--- src/rtl/video_pkg.sv ---
// video_pkg: video mode descriptor type and standard CEA/VESA timing sets.
package video_pkg;
  typedef struct packed {
    logic [15:0] h_active;
    logic [15:0] h_fp;
    logic [15:0] h_sync;
    logic [15:0] h_bp;
    logic [15:0] v_active;
    logic [15:0] v_fp;
    logic [15:0] v_sync;
    logic [15:0] v_bp;
    logic        h_pol;
    logic        v_pol;
  } vtg_mode_t;
  localparam vtg_mode_t MODE_640x480_60 = '{
    16'd640, 16'd16, 16'd96, 16'd48, 16'd480, 16'd10, 16'd2, 16'd33, 1'b0, 1'b0};
  localparam vtg_mode_t MODE_1280x720_60 = '{
    16'd1280, 16'd110, 16'd40, 16'd220, 16'd720, 16'd5, 16'd5, 16'd20, 1'b1, 1'b1};
  localparam vtg_mode_t MODE_1920x1080_60 = '{
    16'd1920, 16'd88, 16'd44, 16'd148, 16'd1080, 16'd4, 16'd5, 16'd36, 1'b1, 1'b1};
  function automatic int mode_h_total(input vtg_mode_t m);
    return int'(m.h_active) + int'(m.h_fp) + int'(m.h_sync) + int'(m.h_bp);
  endfunction
  function automatic int mode_v_total(input vtg_mode_t m);
    return int'(m.v_active) + int'(m.v_fp) + int'(m.v_sync) + int'(m.v_bp);
  endfunction
endpackage

--- src/rtl/sync_delay_line.sv ---
// sync_delay_line: en-gated shift register of DEPTH stages; wire when DEPTH is 0.
module sync_delay_line #(
  parameter int           W       = 1,
  parameter int           DEPTH   = 0,
  parameter logic [W-1:0] RST_VAL = '0
) (
  input  logic         clk,
  input  logic         reset_n,
  input  logic         en,
  input  logic [W-1:0] d,
  output logic [W-1:0] q
);
  if (DEPTH == 0) begin : g_pass
    logic unused_ctl;
    assign unused_ctl = &{1'b0, clk, reset_n, en};
    assign q = d;
  end else begin : g_pipe
    logic [W-1:0] sr [DEPTH];
    always_ff @(posedge clk or negedge reset_n)
      if (!reset_n) begin
        for (int i = 0; i < DEPTH; i++) sr[i] <= RST_VAL;
      end else if (en) begin
        sr[0] <= d;
        for (int i = 1; i < DEPTH; i++) sr[i] <= sr[i-1];
      end
    assign q = sr[DEPTH-1];
  end
endmodule

--- src/rtl/video_timing_gen.sv ---
// video_timing_gen: raster counters, sync, vde and line/frame strobes for a parametrised mode.
// Define VTG_FRAME_CNT_EN to enable the frame_cnt counter; otherwise frame_cnt is tied 0.
module video_timing_gen
  import video_pkg::*;
#(
  parameter int H_ACTIVE = int'(MODE_640x480_60.h_active),
  parameter int H_FP     = int'(MODE_640x480_60.h_fp),
  parameter int H_SYNC   = int'(MODE_640x480_60.h_sync),
  parameter int H_BP     = int'(MODE_640x480_60.h_bp),
  parameter int V_ACTIVE = int'(MODE_640x480_60.v_active),
  parameter int V_FP     = int'(MODE_640x480_60.v_fp),
  parameter int V_SYNC   = int'(MODE_640x480_60.v_sync),
  parameter int V_BP     = int'(MODE_640x480_60.v_bp),
  parameter int H_POL    = int'(MODE_640x480_60.h_pol),
  parameter int V_POL    = int'(MODE_640x480_60.v_pol),
  parameter int CNT_W    = 10,
  parameter int SYNC_DLY = 0
) (
  input  logic             clk,
  input  logic             reset_n,
  input  logic             en,
  output logic [CNT_W-1:0] x,
  output logic [CNT_W-1:0] y,
  output logic             hsync,
  output logic             vsync,
  output logic             vde,
  output logic             line_start,
  output logic             frame_start,
  output logic [15:0]      frame_cnt
);
  localparam int H_TOTAL = H_ACTIVE + H_FP + H_SYNC + H_BP;
  localparam int V_TOTAL = V_ACTIVE + V_FP + V_SYNC + V_BP;
  localparam int HS_BEG = H_ACTIVE + H_FP;
  localparam int VS_BEG = V_ACTIVE + V_FP;
  localparam logic H_IDLE = (H_POL == 0);
  localparam logic V_IDLE = (V_POL == 0);
  localparam logic [4:0] IDLE = {3'b000, V_IDLE, H_IDLE};
  if (2**CNT_W < H_TOTAL || 2**CNT_W < V_TOTAL) begin : g_bad_cnt_w
    $error("video_timing_gen: CNT_W too small for H_TOTAL/V_TOTAL");
  end
  if (H_SYNC == 0 || V_SYNC == 0) begin : g_bad_sync
    $error("video_timing_gen: sync width must be non-zero");
  end
  if (SYNC_DLY < 0 || SYNC_DLY > 15) begin : g_bad_dly
    $error("video_timing_gen: SYNC_DLY must be 0..15");
  end
  logic       x_end, y_end, hs_act, vs_act;
  logic [4:0] st0_d, st0_q, st_out;
  assign x_end  = 32'(x) == H_TOTAL - 1;
  assign y_end  = 32'(y) == V_TOTAL - 1;
  assign hs_act = 32'(x) >= HS_BEG && 32'(x) < HS_BEG + H_SYNC;
  assign vs_act = 32'(y) >= VS_BEG && 32'(y) < VS_BEG + V_SYNC;
  always_ff @(posedge clk or negedge reset_n)
    if (!reset_n) begin
      x <= '0;
      y <= '0;
    end else if (en) begin
      x <= x_end ? '0 : x + 1'b1;
      if (x_end) y <= y_end ? '0 : y + 1'b1;
    end
  always_comb st0_d = {x == '0 && y == '0, x == '0,
                       32'(x) < H_ACTIVE && 32'(y) < V_ACTIVE,
                       vs_act ^ V_IDLE, hs_act ^ H_IDLE};
  always_ff @(posedge clk or negedge reset_n)
    if (!reset_n) st0_q <= IDLE;
    else if (en) st0_q <= st0_d;
  sync_delay_line #(.W(5), .DEPTH(SYNC_DLY), .RST_VAL(IDLE)) u_dly (
    .clk(clk), .reset_n(reset_n), .en(en), .d(st0_q), .q(st_out));
  assign {frame_start, line_start, vde, vsync, hsync} = st_out;
`ifdef VTG_FRAME_CNT_EN
  logic [15:0] frame_cnt_q;
  always_ff @(posedge clk or negedge reset_n)
    if (!reset_n) frame_cnt_q <= '0;
    else if (en && frame_start) frame_cnt_q <= frame_cnt_q + 16'd1;
  assign frame_cnt = frame_cnt_q;
`else
  assign frame_cnt = '0;
`endif
endmodule
--- config.mk ---
export PLATFORM = sky130hd
export DESIGN_NAME = video_timing_gen
export DESIGN_NICKNAME = d
export VERILOG_FILES = /design/src/rtl/video_pkg.sv /design/src/rtl/sync_delay_line.sv /design/src/rtl/video_timing_gen.sv
export SDC_FILE = /design/constraint.sdc
export NUM_CORES = 1
export LEC_CHECK = 0
export ABC_AREA = 1
export CAP_MARGIN = 40
export CORE_ASPECT_RATIO = 0.75
export CORE_MARGIN = 3
export CORE_UTILIZATION = 48
export CTS_BUF_LIST = sky130_fd_sc_hd__clkbuf_4 sky130_fd_sc_hd__clkbuf_8
export CTS_CLUSTER_SIZE = 10
export DETAILED_ROUTE_END_ITERATION = 12
export PLACE_DENSITY = 0.75
export SYNTH_ARGS = -nofsm -noshare
export SYNTH_HDL_FRONTEND = slang
export SYNTH_HIERARCHICAL = 1
export SYNTH_SLANG_ARGS = --single-unit
--- constraint.sdc ---
create_clock -name clk -period 2.2 [get_ports clk]
set_input_delay 0.44 -clock clk [delete_from_list [all_inputs] [get_ports clk]]
set_output_delay 0.44 -clock clk [all_outputs]
set_load 0.03 [all_outputs]
==> summary.md <==
| Metric | Value |
|---|---|
| Yosys cell types | `28` |
| First DRT Iteration DRCs | `100` |
| Max Fclk | `a little over 500 MHz` |
| Clock Skew | `roughly 0.008 ns` |
| CP Max Fanout | `8` |
| Synth Area in Simple Gates | `0.310` |
| Post-CTS Resized | `0` |
| Antenna Violating Nets Remaining | `0` |
| Share of cells above drive strength 1 | `0.101` |
| Final cycle utilization of the critical path | `0.890` |
| CTS max path bufs | `2` |
| Clk_lat worst skew | `approximately 0.27 ns` |
| Post-synth top area share | `0.345` |
| EDFF count, synth | `0` |
| Final setup TNS | `0 ns` |
| DP HPWL | `~2700 microns` |
| Drt wl/cell | `about 13 microns` |
| Remaining Overflow, GRT | `0` |
| CTS Sinks | `25` |
| CP max stage cell | `clkdlybuf4s50_1` |
| Leakage | `slightly below 0.9 nW` |
| Clk pwr share | `0.188` |
| Post-route DRC | `0` |
| ANT cells | `0` |
| Worst vdd ir | `0.619 mV` |
| # port buffers | `27` |
| Largest family of logic cells by synthesized area | `simple AND/OR/NAND/NOR gates` |
| CTS Hold Bufs | `0` |
| First-pass GRT wire length | `about 5800 microns` |
| Largest net degree at the start of global routing | `26` |
| Crit start category | `flip-flop` |
| Synth Area in Compound Gates | `0.0683` |
| CP endpoint kind | `output port` |
| Crit path max-delay family | `buffers and inverters` |
| Vias in the first global route | `1123` |
| Power density cells | `about 780 nW/um^2` |
| Nets | `approximately 250` |
| Buffers and inverters on the worst path | `1` |
| Crit path kind | `flip-flop to output port` |
| Post-synthesis sequential area ratio | `0.377` |
| # rows | `17` |
| Layout Area Growth over Synthesis | `15.2%` |
| Sequence of cells on the critical path | `clkdlybuf4s50_1` |
| Worst hold margin | `about 0.50 ns` |
| Power Internal | `~0.87 mW` |
| Top_reg_cell synth | `dfrtp_1` |
| Synth Area in XOR/XNOR | `0.0315` |
| CTS tree | `done` |
| Synth warn | `6` |
| Tmin final | `slightly below 2 ns` |
| Hold Path Class | `flip-flop to flip-flop` |
| Max incr delay on CP | `between 0.7 and 0.8 ns` |
| Area leader, netlist | `dfrtp_1` |
| Die height | `around 57 microns` |
| Sw Ratio | `0.423` |
| NetSw | `~0.64 mW` |
| I/O pins | `44` |
| Top cells by area, synth | `dfrtp_1 (35%), buf_4 (9.5%), nand2_1 (8.6%)` |
| Via count | `1368` |
| Gpl congestion | `0.940` |
| Initial antenna violation count | `0` |
| Required time worst endpoint | `1.76 ns` |
| Core area | `3130 sq um` |
| Max-cap violations | `0` |
| Reg power frac | `0.421` |
| Cts bufs inserted | `3` |
| Initial Utilization | `0.533` |
| Async set-reset flop share out of synthesis | `1.00` |
| Mapped Avg Cell Area | `between 7 and 8 sq um` |
| Final Hold Fails | `0` |
| Syn Inst Count | `213` |
| Die Area | `between 4000 and 5000 sq um` |
| H-tree depth | `1` |
| Via/cell ratio | `roughly 5.0` |
| Combinational power share | `0.391` |
| DRT Pass-1 Iters | `4` |
| Clk root buf | `clkbuf_8` |
| Synth Register Bits | `25` |
| Status | `finished, final reports clean` |
| Unrepaired setup endpoints after global routing | `false` |
| Endpoints failing setup | `0` |
| Worst-path clk slew | `0.09 ns` |
| Multiplexer share of the synthesized area | `0` |
| Routed WL | `3600 microns` |
| GR Util All Layers | `0.179` |
| WP data arrival | `roughly 1.5 ns` |
| Final max-slew violation count | `0` |
| Adder-Cell Fraction of Synth Area | `0.0375` |
| Mapped cell area | `1670 sq um` |
| Post-CTS Setup Bufs | `0` |
| Die Wd | `between 70 and 80 microns` |
[path summary, 6_finish.rpt]
check / from / endpoint / slack (ns) / depth (start not counted)
worst max-delay path: x[7] / x[7] / 0.24 / 1
worst min-delay path: st0_q[2] / st0_q[2] / 0.50 / 2
worst max register to register: x[0] / y[8] / 0.59 / 6
worst min register to register: st0_q[2] / st0_q[2] / 0.50 / 2
max in group asynchronous: reset_n / st0_q[0] / 1.37 / 2
min in group asynchronous: reset_n / x[6] / 0.53 / 2
[per-stage QoR]
stage / power, mW / area, sq um / utilization / cells / setup WS, ns
after floorplan: 1.04 / 1720 / - / 228 / 0.637
final: 1.51 / 1920 / 0.614 / 275 / 0.243
after detailed placement: 1.23 / 1870 / 0.599 / 271 / 0.323
after CTS: 1.52 / 1920 / 0.614 / 275 / 0.234
after global routing: 1.59 / 1920 / 0.614 / 275 / 0.175
after global placement: 1.22 / 1870 / 0.599 / 271 / 0.383
[cells by family (layout without fill, tap and decap cells)]
| kind of cell | count (synthesis) | in the layout |
|---|---|---|
| flip-flops | 25 | 25 |
| adder cells (fa/ha/maj) | 5 | 5 |
| buffers and inverters | 52 | 61 |
| AO/OA/AOI/OAI | 19 | 19 |
| AND/OR/NAND/NOR | 105 | 105 |
| other | 1 | 16 |
| XOR/XNOR | 6 | 6 |
[final cells by class]
type                            count  area, sq um
Sequential cell                    25          628
Clock buffer                        4         48.8
Multi-Input combinational cell    151          806
Inverter                           28          105
Fill cell                         287         1210
Timing Repair Buffer               29          285
Tap cell                           38         47.5
[metal layers]
layer | GRT usage | part of all wire | vias to the layer above
met1 | 0.282 | 0.52 | 629
met5 | 0 | 0 | -
li1 | - | - | 691
met2 | 0.242 | 0.42 | 46
met3 | 0.0387 | 0.059 | 2
met4 | 0.0465 | 0.010 | 0
[flip-flops by register name, summed over array words and instances (netlist names)]
register and cells:
y 10, x 10, st0_q 5
[power groups by stage]
stage               combinational [mW]  clock (mW)  sequential [mW]
global route                     0.633       0.313            0.646
detailed placement               0.588           0            0.641
CTS                              0.589       0.296            0.633
floorplan                        0.298           0            0.741
finish                           0.589       0.284            0.634
global placement                 0.581           0            0.642
[synth_stat cells (2+ instances only)]
cell / number
nand2_1: 38
xor2_1: 6
buf_6: 2
nand3_1: 15
dfstp_2: 2
o21ai_1: 5
inv_2: 2
nor2_4: 5
nand3_2: 2
nand4_1: 7
nor2_1: 28
dfrtp_1: 23
inv_1: 26
o21ai_0: 7
buf_4: 21
nor3_1: 6
o21ai_2: 3
ha_1: 5
[cell usage in the layout, fill, tap and decap left out, types with 3 or more instances in the layout]
cell	n
clkdlybuf4s50_1	27
o21ai_0	7
nor2_4	5
nand2_1	38
conb_1	16
o21ai_1	5
nand3_1	15
nor2_1	28
xor2_1	6
nor3_1	6
dfrtp_1	23
o21ai_2	3
ha_1	5
inv_1	26
nand4_1	7
clkbuf_8	3
(Power assumes the default switching activity.)
